$ cat config.mk
export PLATFORM = sky130hd
export DESIGN_NAME = sccb_responder
export DESIGN_NICKNAME = d
export VERILOG_FILES = /design/src/rtl/sccb_pkg.sv /design/src/rtl/sccb_line_filter.sv /design/src/rtl/sccb_responder.sv
export SDC_FILE = /design/constraint.sdc
export NUM_CORES = 2
export LEC_CHECK = 0
export CORE_AREA = 2 2 488 490
export DETAILED_ROUTE_END_ITERATION = 7
export DIE_AREA = 0 0 490 492
export PLACE_DENSITY = 0.51
export SYNTH_ARGS = -nofsm -noshare
export SYNTH_HDL_FRONTEND = slang
export SYNTH_SLANG_ARGS = --single-unit
$ cat constraint.sdc
create_clock -name i_clk -period 6.5 [get_ports i_clk]
set_input_delay 1.625 -clock i_clk [delete_from_list [all_inputs] [get_ports i_clk]]
set_output_delay 1.625 -clock i_clk [all_outputs]
set_load 0.01 [all_outputs]
$ cat src/rtl/sccb_pkg.sv
`default_nettype none
// +----------------------------------------------------------------------+
// | sccb_pkg                                                             |
// | Shared FSM state encoding and device ID constants for sccb_responder.|
// | Optional read path: SCCB_READ_EN                                     |
// | Revision: 1.0                                                        |
// +----------------------------------------------------------------------+
package sccb_pkg;

  localparam logic [6:0] SCCB_DEV_ID = 7'h21;

  function automatic logic [7:0] sccb_wr_id(input logic [6:0] dev_id);
    return {dev_id, 1'b0};
  endfunction

  function automatic logic [7:0] sccb_rd_id(input logic [6:0] dev_id);
    return {dev_id, 1'b1};
  endfunction

  localparam logic [7:0] SCCB_WR_ID = sccb_wr_id(SCCB_DEV_ID);
  localparam logic [7:0] SCCB_RD_ID = sccb_rd_id(SCCB_DEV_ID);

  typedef enum logic [3:0] {
    ST_IDLE      = 4'd0,
    ST_ID        = 4'd1,
    ST_ID_ACK    = 4'd2,
    ST_SUB       = 4'd3,
    ST_SUB_ACK   = 4'd4,
    ST_WDATA     = 4'd5,
    ST_WDATA_ACK = 4'd6,
`ifdef SCCB_READ_EN
    ST_RDATA     = 4'd7,
    ST_RD_NACK   = 4'd8,
`endif
    ST_IGNORE    = 4'd9
  } sccb_state_e;

endpackage
`default_nettype wire

$ cat src/rtl/sccb_line_filter.sv
`default_nettype none
// +----------------------------------------------------------------------+
// | sccb_line_filter                                                     |
// | 2-FF synchroniser, FILT_LEN-sample glitch filter, rise/fall strobes. |
// | Revision: 1.0                                                        |
// +----------------------------------------------------------------------+
module sccb_line_filter #(
  parameter int FILT_LEN = 4
) (
  input  logic i_clk,
  input  logic i_rst,
  input  logic i_line,
  output logic o_level,
  output logic o_rise,
  output logic o_fall
);

  logic [1:0] sync_q, sync_d;
  logic [3:0] cnt_q, cnt_d;
  logic       level_q, level_d;
  logic       rise_q, rise_d;
  logic       fall_q, fall_d;

  // The level only moves once the synchronised input has disagreed with it
  // for FILT_LEN consecutive samples; any agreeing sample restarts the count.
  always_comb begin
    sync_d  = {sync_q[0], i_line};
    cnt_d   = 4'd0;
    level_d = level_q;
    rise_d  = 1'b0;
    fall_d  = 1'b0;
    if (sync_q[1] != level_q) begin
      if (cnt_q == 4'(FILT_LEN - 1)) begin
        level_d = sync_q[1];
        rise_d  = sync_q[1];
        fall_d  = ~sync_q[1];
      end else begin
        cnt_d = cnt_q + 4'd1;
      end
    end
  end

  // Idle bus level is high, so the filter starts there.
  always_ff @(posedge i_clk or posedge i_rst) begin
    if (i_rst) begin
      sync_q  <= 2'b11;
      cnt_q   <= 4'd0;
      level_q <= 1'b1;
      rise_q  <= 1'b0;
      fall_q  <= 1'b0;
    end else begin
      sync_q  <= sync_d;
      cnt_q   <= cnt_d;
      level_q <= level_d;
      rise_q  <= rise_d;
      fall_q  <= fall_d;
    end
  end

  assign o_level = level_q;
  assign o_rise  = rise_q;
  assign o_fall  = fall_q;

endmodule
`default_nettype wire

$ cat src/rtl/sccb_responder.sv
`default_nettype none
// +----------------------------------------------------------------------+
// | sccb_responder                                                       |
// | SCCB slave: decodes 3-phase writes into a 256x8 shadow register file.|
// | Optional 2-phase read responder: SCCB_READ_EN                        |
// | Revision: 1.0                                                        |
// +----------------------------------------------------------------------+
module sccb_responder
  import sccb_pkg::*;
#(
  parameter logic [6:0] DEV_ID   = SCCB_DEV_ID,
  parameter int         FILT_LEN = 4
) (
  input  logic       i_clk,
  input  logic       i_rst,
  input  logic       i_SCL,
  input  logic       i_SDA,
  output logic       o_SDA_oe,
  output logic       o_wr_valid,
  output logic [7:0] o_wr_addr,
  output logic [7:0] o_wr_data,
  input  logic [7:0] i_dbg_addr,
  output logic [7:0] o_dbg_data,
  output logic       o_busy,
  output logic       o_err
);

  localparam logic [7:0] WR_ID = sccb_wr_id(DEV_ID);
`ifdef SCCB_READ_EN
  localparam logic [7:0] RD_ID = sccb_rd_id(DEV_ID);
`endif

  logic scl_lvl, scl_rise, scl_fall;
  logic sda_lvl, sda_rise, sda_fall;

  sccb_line_filter #(.FILT_LEN(FILT_LEN)) u_scl_filt (
    .i_clk   (i_clk),
    .i_rst   (i_rst),
    .i_line  (i_SCL),
    .o_level (scl_lvl),
    .o_rise  (scl_rise),
    .o_fall  (scl_fall)
  );

  sccb_line_filter #(.FILT_LEN(FILT_LEN)) u_sda_filt (
    .i_clk   (i_clk),
    .i_rst   (i_rst),
    .i_line  (i_SDA),
    .o_level (sda_lvl),
    .o_rise  (sda_rise),
    .o_fall  (sda_fall)
  );

  logic start_evt, stop_evt;
  assign start_evt = sda_fall & scl_lvl;
  assign stop_evt  = sda_rise & scl_lvl;

  sccb_state_e state_q, state_d;
  logic [3:0]  bit_cnt_q, bit_cnt_d;
  logic [7:0]  shift_q, shift_d;
  logic [7:0]  sub_q, sub_d;
  logic [7:0]  sub_inc;
  logic        sda_oe_q, sda_oe_d;
  logic        wr_valid_q, wr_valid_d;
  logic [7:0]  wr_addr_q, wr_addr_d;
  logic [7:0]  wr_data_q, wr_data_d;
  logic        busy_q, busy_d;
  logic        err_q, err_d;
  logic        wr_en;
  logic [7:0]  dbg_data_q, dbg_data_d;
`ifdef SCCB_READ_EN
  logic        rd_mode_q, rd_mode_d;
`endif

  // Shadow registers carry no reset; their power-up contents come from the
  // device configuration image.
  logic [7:0] regs_q [256];

  assign sub_inc = sub_q + 8'd1;

  always_comb begin
    state_d    = state_q;
    bit_cnt_d  = bit_cnt_q;
    shift_d    = shift_q;
    sub_d      = sub_q;
    sda_oe_d   = sda_oe_q;
    wr_valid_d = 1'b0;
    wr_addr_d  = wr_addr_q;
    wr_data_d  = wr_data_q;
    busy_d     = busy_q;
    err_d      = err_q;
    wr_en      = 1'b0;
    dbg_data_d = regs_q[i_dbg_addr];
`ifdef SCCB_READ_EN
    rd_mode_d  = rd_mode_q;
`endif
    if (start_evt) begin
      // A repeated start that cuts a data byte short is a protocol error.
      if (state_q == ST_WDATA && bit_cnt_q != 4'd0) err_d = 1'b1;
      state_d   = ST_ID;
      bit_cnt_d = 4'd0;
      sda_oe_d  = 1'b0;
      busy_d    = 1'b1;
    end else if (stop_evt) begin
      state_d   = ST_IDLE;
      bit_cnt_d = 4'd0;
      sda_oe_d  = 1'b0;
      busy_d    = 1'b0;
    end else begin
      case (state_q)
        ST_ID, ST_SUB, ST_WDATA: begin
          if (scl_rise) begin
            shift_d   = {shift_q[6:0], sda_lvl};
            bit_cnt_d = bit_cnt_q + 4'd1;
          end else if (scl_fall && bit_cnt_q == 4'd8) begin
            bit_cnt_d = 4'd0;
            sda_oe_d  = 1'b1;
            if (state_q == ST_ID) begin
              if (shift_q == WR_ID) begin
                state_d = ST_ID_ACK;
`ifdef SCCB_READ_EN
                rd_mode_d = 1'b0;
              end else if (shift_q == RD_ID) begin
                state_d   = ST_ID_ACK;
                rd_mode_d = 1'b1;
`endif
              end else begin
                state_d  = ST_IGNORE;
                sda_oe_d = 1'b0;
              end
            end else if (state_q == ST_SUB) begin
              sub_d   = shift_q;
              state_d = ST_SUB_ACK;
            end else begin
              state_d = ST_WDATA_ACK;
            end
          end
        end
        ST_ID_ACK: begin
          if (scl_fall) begin
            bit_cnt_d = 4'd0;
`ifdef SCCB_READ_EN
            if (rd_mode_q) begin
              state_d  = ST_RDATA;
              shift_d  = regs_q[sub_q];
              sda_oe_d = ~regs_q[sub_q][7];
            end else begin
              state_d  = ST_SUB;
              sda_oe_d = 1'b0;
            end
`else
            state_d  = ST_SUB;
            sda_oe_d = 1'b0;
`endif
          end
        end
        ST_SUB_ACK: begin
          if (scl_fall) begin
            state_d   = ST_WDATA;
            bit_cnt_d = 4'd0;
            sda_oe_d  = 1'b0;
          end
        end
        ST_WDATA_ACK: begin
          if (scl_fall) begin
            wr_en      = 1'b1;
            wr_valid_d = 1'b1;
            wr_addr_d  = sub_q;
            wr_data_d  = shift_q;
            sub_d      = sub_inc;
            state_d    = ST_WDATA;
            bit_cnt_d  = 4'd0;
            sda_oe_d   = 1'b0;
          end
        end
`ifdef SCCB_READ_EN
        ST_RDATA: begin
          if (scl_rise) begin
            bit_cnt_d = bit_cnt_q + 4'd1;
          end else if (scl_fall) begin
            if (bit_cnt_q == 4'd8) begin
              state_d   = ST_RD_NACK;
              bit_cnt_d = 4'd0;
              sda_oe_d  = 1'b0;
            end else begin
              shift_d  = {shift_q[6:0], 1'b0};
              sda_oe_d = ~shift_q[6];
            end
          end
        end
        ST_RD_NACK: begin
          // The master's acknowledge bit lands in shift_q[0].
          if (scl_rise) begin
            shift_d = {shift_q[6:0], sda_lvl};
          end else if (scl_fall) begin
            bit_cnt_d = 4'd0;
            if (shift_q[0]) begin
              state_d = ST_IGNORE;
            end else begin
              state_d  = ST_RDATA;
              sub_d    = sub_inc;
              shift_d  = regs_q[sub_inc];
              sda_oe_d = ~regs_q[sub_inc][7];
            end
          end
        end
`endif
        default: ;
      endcase
    end
  end

  always_ff @(posedge i_clk or posedge i_rst) begin
    if (i_rst) begin
      state_q    <= ST_IDLE;
      bit_cnt_q  <= 4'd0;
      shift_q    <= 8'h00;
      sub_q      <= 8'h00;
      sda_oe_q   <= 1'b0;
      wr_valid_q <= 1'b0;
      wr_addr_q  <= 8'h00;
      wr_data_q  <= 8'h00;
      busy_q     <= 1'b0;
      err_q      <= 1'b0;
`ifdef SCCB_READ_EN
      rd_mode_q  <= 1'b0;
`endif
    end else begin
      state_q    <= state_d;
      bit_cnt_q  <= bit_cnt_d;
      shift_q    <= shift_d;
      sub_q      <= sub_d;
      sda_oe_q   <= sda_oe_d;
      wr_valid_q <= wr_valid_d;
      wr_addr_q  <= wr_addr_d;
      wr_data_q  <= wr_data_d;
      busy_q     <= busy_d;
      err_q      <= err_d;
`ifdef SCCB_READ_EN
      rd_mode_q  <= rd_mode_d;
`endif
    end
  end

  // Debug read samples before the write lands, so a same-cycle hit sees old data.
  always_ff @(posedge i_clk) begin
    if (wr_en) regs_q[sub_q] <= shift_q;
    dbg_data_q <= dbg_data_d;
  end

  assign o_SDA_oe   = sda_oe_q;
  assign o_wr_valid = wr_valid_q;
  assign o_wr_addr  = wr_addr_q;
  assign o_wr_data  = wr_data_q;
  assign o_dbg_data = dbg_data_q;
  assign o_busy     = busy_q;
  assign o_err      = err_q;

endmodule
`default_nettype wire

# [Yosys cells after proc, flatten, opt, wreduce, memory -nomap -nowiden]
# Memory sizes are Yosys's and may differ from the RTL's. A register that Yosys moved wholly into a read port is not among the register bits.
# Cells that the tools add are included.
[classes] n_addsub=4 n_mul=0 div_mod_pow=0 order_cmp=0 n_eq_ne=23 n_shift=0 n_mux=50 bitwise=6 reduce_logical=19
[op_table] cell="$mux W4" n=17
[op_table] cell="$mux W8" n=5
[op_table] cell="$mux W1" n=23
[op_table] cell="$eq A4 B2 Y1 const B" n=4
[op_table] cell="$pmux W8 S2" n=1
[op_table] cell="$add A4 B1 Y4 const B" n=3
[op_table] cell="$eq A4 B3 Y1 const B" n=3
[op_table] cell="$pmux W4 S3" n=1
[op_table] cell="$reduce_and A4 Y1" n=3
[op_table] cell="$add A8 B1 Y8 const B" n=1
[op_table] cell="$eq A8 B7 Y1 const B" n=1
[op_table] cell="$ne A2 B2 Y1 const B" n=4
[op_table] cell="$ne A4 B1 Y1 const B" n=2
[op_table] cell="$ne A4 B4 Y1 const B" n=2
[op_table] cell="$pmux W4 S2" n=1
[op_table] cell="$reduce_and A8 Y1" n=1
[op_table] cell="$reduce_bool A4 Y1" n=2
[op_table] cell="$reduce_and A2 Y1" n=3
[op_table] cell="$reduce_or A3 Y1" n=2
[op_table] cell="$ne A5 B4 Y1 const B" n=1
[op_table] cell="$reduce_and A5 Y1" n=1
[op_table] cell="$reduce_bool A5 Y1" n=1
[op_table] cell="$eq A4 B1 Y1 const B" n=1
[op_table] cell="$eq A4 B4 Y1 const B" n=1
[op_table] cell="11 further kinds" n=18
[word_totals] regBits=62 latch_bits=0 ram_bits=2048 romBits=0 in_bits=12 out_inout_bits=28 wordCells=123 mem_count=1
[memory_table] name="regs_q" depth=256 word_bits=8 rd=1 rd_clocked_by_memory_dff=1 write_ports=1 line_no="sccb_responder.sv:77" rtl="logic [7:0] regs_q [256];"

# [Depth between registers and ports, before layout]
[logic_depth] ltp_word=8 depth_mapped=12

# [Cells and area by module]
# From an unflattened synthesis, not the netlist that was laid out.
[unflattened] hier_cells=3913 hier_area_um2=82555.4
[by_module_without_submodules] module="sccb_responder" n_inst=1 cells_each=3861 area_each_um2=81814.7 seq_area_each_um2=62760.2
[by_module_without_submodules] module="sccb_line_filter" n_inst=2 cells_each=26 area_each_um2=370.4 seq_area_each_um2=229.0

# [Least setup slack after synthesis]
# OpenSTA, ideal clock, no wires.
[synth_path] path_type="flip-flop to flip-flop" start="reg shift_q[0]" end="reg sda_oe_q, in the netlist o_SDA_oe" setup_time_ns=0.120 arrival_time_ns=4.397 setup_slack_ns=1.984 stages_incl_launch_ff=6 path_buffers=0 cell_sequence="dfrtp_1 nor4b_1 a2111oi_0 nor3_1 a21oi_1 nor2_1"
[synth_via] elab_chain_cells=8
[synth_rtl] item="start, declared" line_no="sccb_responder.sv:60" rtl="logic [7:0] shift_q, shift_d;"
[synth_rtl] item="start signal, assigned" line_no="sccb_responder.sv:231" rtl="shift_q <= shift_d;"
[synth_rtl] item="$eq A8 B7 Y1" line_no="sccb_responder.sv:119" rtl="if (shift_q == WR_ID) begin"
[synth_rtl] item="$mux W1" line_no="sccb_responder.sv:119"
[synth_rtl] item="$mux W1" line_no="sccb_responder.sv:118" rtl="if (state_q == ST_ID) begin"
[synth_rtl] item="$mux W1" line_no="sccb_responder.sv:115" rtl="end else if (scl_fall && bit_cnt_q == 4'd8) begin"
[synth_rtl] item="$mux W1" line_no="sccb_responder.sv:112" rtl="if (scl_rise) begin"
[synth_rtl] item="$pmux W1 S2" line_no="sccb_responder.sv:110" rtl="case (state_q)"
[synth_rtl] item="$mux W1" line_no="sccb_responder.sv:104" rtl="end else if (stop_evt) begin"
[synth_rtl] item="$mux W1" line_no="sccb_responder.sv:97" rtl="if (start_evt) begin"
[synth_rtl] item="end signal, assigned" line_no="sccb_responder.sv:233" rtl="sda_oe_q <= sda_oe_d;"
[synth_rtl] item="end, declared" line_no="sccb_responder.sv:63" rtl="logic sda_oe_q, sda_oe_d;"
# Every way passes these cells. The select of a mux whose other input is x is not followed.
# A chain may end at the register's enable or synchronous reset.

# [Final worst setup path]
[layout_path] start="reg state_q[1]" end="mem regs_q[2][0] (enable)"
[layout_via] elab_chain_cells=6
[layout_rtl] item="start, declared" line_no="sccb_responder.sv:58" rtl="sccb_state_e state_q, state_d;"
[layout_rtl] item="start signal, assigned" line_no="sccb_responder.sv:229" rtl="state_q <= state_d;"
[layout_rtl] item="$eq A4 B3 Y1" line_no="sccb_responder.sv:110"
[layout_rtl] item="$mux W1" line_no="sccb_responder.sv:110"
[layout_rtl] item="$mux W1" line_no="sccb_responder.sv:104"
[layout_rtl] item="$mux W1" line_no="sccb_responder.sv:97"
[layout_rtl] item="$mux W1" line_no="sccb_responder.sv:247" rtl="if (wr_en) regs_q[sub_q] <= shift_q;"
[layout_rtl] item="$mux W1 (not written as such)" line_no="sccb_responder.sv:247"
[layout_rtl] item="end, declared" line_no="sccb_responder.sv:77"
# Every way passes these cells.

==> results by group <==
CTS
  • CTS Buf Count: ~220
  • Root buffer cell: clkbuf_16
  • Hold_buf cts: 0
  • Htree depth: 4
  • Post-CTS setup buffers: 0
  • CTS Sinks: around 2100
  • TritonCTS clock tree: done
  • Clk buf depth: 3
  • Skew-Pair Late Insertion Delay: ~850 ps
  • CTS resizes: 0
  • Clock slew at reported path FFs: around 60 ps

Place
  • Pre-CTS setup slack: 869.3 ps
  • GP Congestion: around 0.84
  • # port buffers: 39
  • Placed Area: around 86000 um2
  • HPWL Detailed: between 100 and 150 mm

Detailed routing
  • Met2 wire len: 106.3 mm
  • Initial drt markers: between 4000 and 5000
  • # DRC: 0
  • WL/cell: 29.56 um
  • Via count: 41049
  • Routed Antenna Nets: 0
  • Wire length on met3: 12.45 mm
  • Top Layer Used: met5
  • Vias per cell: around 5.4
  • DRT Pass-1 Iters: 5
  • Total routed wirelength: 222.8 mm
  • Post-Route M1 WL: around 99 mm

Pwr
  • Switching Fraction: 0.2120
  • Design Power: around 28 mW
  • P_sw: 5.927 mW
  • Combinational Power Share: 0.032
  • Power Internal: around 22 mW
  • Power Density: approximately 300 nW/um2
  • Seq pwr share: 0.534
  • Power share of the clock group: 0.434
  • Lkg Pwr: 29.04 nW
  • Maximum vdd ir drop: 0.0002932 V

Setup path
  • CP max stage delay: 830 ps
  • Slowest stage cell on the critical path: nor2_4
  • WP data arrival: about 5200 ps
  • Reg-to-Reg End: regs_q[2][0]
  • FF-to-FF setup slack: between 1500 and 2000 ps
  • Worst setup SP type: register
  • Worst-path cell chain: nor2b_1 > nand3b_1 > nor2_4 > nand3_2 > buf_4 > nor2_1
  • R2r worst-path depth: 6
  • Worst endpoint required time: approximately 7000 ps
  • Setup crit end kind: register
  • Reg2reg start: state_q[1]
  • Crit path max fanout: 23
  • Crit path kind: register to register

Global routing
  • Initial antenna violation count: 14
  • First-pass GRT wire length: about 320 mm
  • Vias in the first global route: roughly 42000
  • Congestion Overflow GR: 0
  • Gr usage total: 0.1828
  • Largest net degree at the start of global routing: around 200

Timing
  • Min Tclk post-route: between 4000 and 5000 ps
  • Final hold violation count: 0
  • Post-route setup slack: 1793 ps
  • Hold Slack: about 360 ps
  • Final setup TNS: 0 ps
  • RSZ-0062 raised after global routing: no
  • Final max-slew violation count: 0
  • Clk_skew: 28.83 ps
  • Slew margin rel.: 0.1727
  • Setup Viol. Count Final: 0
  • Slew @ Worst Pin: 1241 ps
  • Fmax: between 200 and 250 MHz
  • Fin crit share: 0.7242

Synth
  • Cell taking the most area after synthesis: edfxtp_1
  • Yosys cell types: between 60 and 70
  • Top-count cell post-synth: edfxtp_1
  • Syn Inst Count: approximately 4000
  • Top-area cell type share of the netlist area: 0.7478
  • Net Count, Synth: ~4100
  • Mean Syn Cell Area: around 20 um2
  • Synth Warn #: 0
  • Mapped Area: approximately 82000 um2
  • EDFF count, synth: 2048
  • Dominant synthesized flop cell: edfxtp_1
  • Post-synthesis async set-or-reset flop share: 0.02927
  • Synth top cells by count: edfxtp_1 (2048), mux4_2 (417), nor2_1 (309), mux2i_1 (174), a22oi_1 (119)
  • Number of synthesized register bits: 2118
  • Sequential share of the synthesized area: 0.7687
  • Dominant cells by area after synthesis: edfxtp_1 (75%), mux4_2 (11%), mux2i_1 (2.1%)

Hold path
  • Hold crit path type: register to register
  • WHS Path Cells: 0
  • HP Start: u_scl_filt.sync_q[0]
  • Hold Path End: u_scl_filt.sync_q[1]

Floorplanning
  • Die H: 492 um
  • Die area: ~240000 um2
  • Row count: 179
  • Die X: approximately 490 um
  • Ports: 40
  • Core area: roughly 240000 um2
  • Initial Util: 0.3481

Finish
  • Nets: ~4200
  • Layout cells sized above 1: 0.2078
  • P&R area growth vs syn: 13.34%
  • Fill cells: 21143
  • Cell area after layout: 93220 um2

Status
  • Status: finished clean

Job
  • Max Cap Viol: 0
## per-stage QoR
stage,std cells,util
detailed placement,7136,0.3654
global placement,7136,0.3654
CTS,7536,0.3945
floorplan,4064,-
finish,7537,0.3945
global route,7537,0.3945
## area by class of cell
cell class,count,area [um2],share of cell area
diodes,1,2.502,0.00002684
clock buffers,282,5841,0.06266
clock inverters,118,1032,0.01107
inverters,9,33.78,0.0003624
multi-input cells,1696,17720,0.1900
flip-flops and latches,2118,63250,0.6785
well taps,3167,3963,0.04251
repair buffers,146,1381,0.01482
## worst max-delay path, delay by kind of cell (launching register included)
kind,cells,cell delay (ps)
flops,1,450
buf+inv,1,510
simple gates,5,3310
## sequential cells by signal, summed over array words and instances, names as in the netlist, 2 cells and up
register,cells
regs_q,2048
o_dbg_data,8
o_wr_addr,8
o_wr_data,8
shift_q,8
sub_q,8
bit_cnt_q,4
state_q,4
u_scl_filt.cnt_q,4
u_sda_filt.cnt_q,4
u_scl_filt.sync_q,2
u_sda_filt.sync_q,2
## power by group through the flow
stage / Combinational [mW] / Sequential (mW) / Clock, mW
after global placement: 0.894 / 15.2 / 0
final: 0.887 / 14.9 / 12.1
after detailed placement: 0.896 / 15.2 / 0
after floorplan: 0.546 / 15.2 / 0
after global routing: 0.941 / 14.9 / 12.9
after CTS: 0.899 / 14.9 / 12.4
## cell families after synthesis
family | after synthesis | share of synthesized area
flip-flops | 2118 | 0.7687
AND/OR/NAND/NOR | 573 | 0.03142
buffers and inverters | 250 | 0.01756
multiplexers | 625 | 0.1400
XOR/XNOR | 6 | 0.0006389
AO/OA/AOI/OAI | 484 | 0.04050
adder cells (fa/ha/maj) | 8 | 0.001217
## routing by layer
layer	vias up	global-route usage
li1	17146	-
met1	22291	0.2603
met2	1311	0.2917
met3	299	0.02849
met4	2	0.05046
met5	-	0
## worst max path at each step
stage	from	end	cells past startpoint
floorplan	shift_q[0]	o_SDA_oe	5
global placement	i_dbg_addr[0]	o_dbg_data[1]	8
detailed placement	i_dbg_addr[0]	o_dbg_data[1]	8
CTS	state_q[1]	regs_q[2][0]	6
global route	bit_cnt_q[0]	regs_q[2][0]	9
finish	state_q[1]	regs_q[2][0]	6
## cells in the final DEF, fill, tap and decap left out, drive strengths merged, types with 6 or more instances in the layout
| cell | count |
|---|---|
| o21ai | 46 |
| clkdlybuf4s50 | 34 |
| a211oi | 26 |
| ha | 8 |
| a221o | 7 |
| and2 | 12 |
| a221oi | 12 |
| inv | 17 |
| nor4 | 18 |
| nand2b | 13 |
| nand4 | 6 |
| nor2b | 23 |
| clkbuf | 282 |
| buf | 112 |
| mux2i | 174 |
| nor2 | 309 |
| a2111oi | 8 |
| a22oi | 119 |
| nand2 | 74 |
| bufinv | 14 |
| a22o | 17 |
| o221ai | 57 |
| dfstp | 6 |
| nor3 | 42 |
| mux4 | 417 |
| clkinv | 91 |
| edfxtp | 2048 |
| dfxtp | 8 |
| nor3b | 7 |
| o22ai | 53 |
| mux2 | 34 |
| a31oi | 6 |
| nand3 | 37 |
| dfrtp | 56 |
| a21oi | 111 |
(Power assumes the default switching activity.)
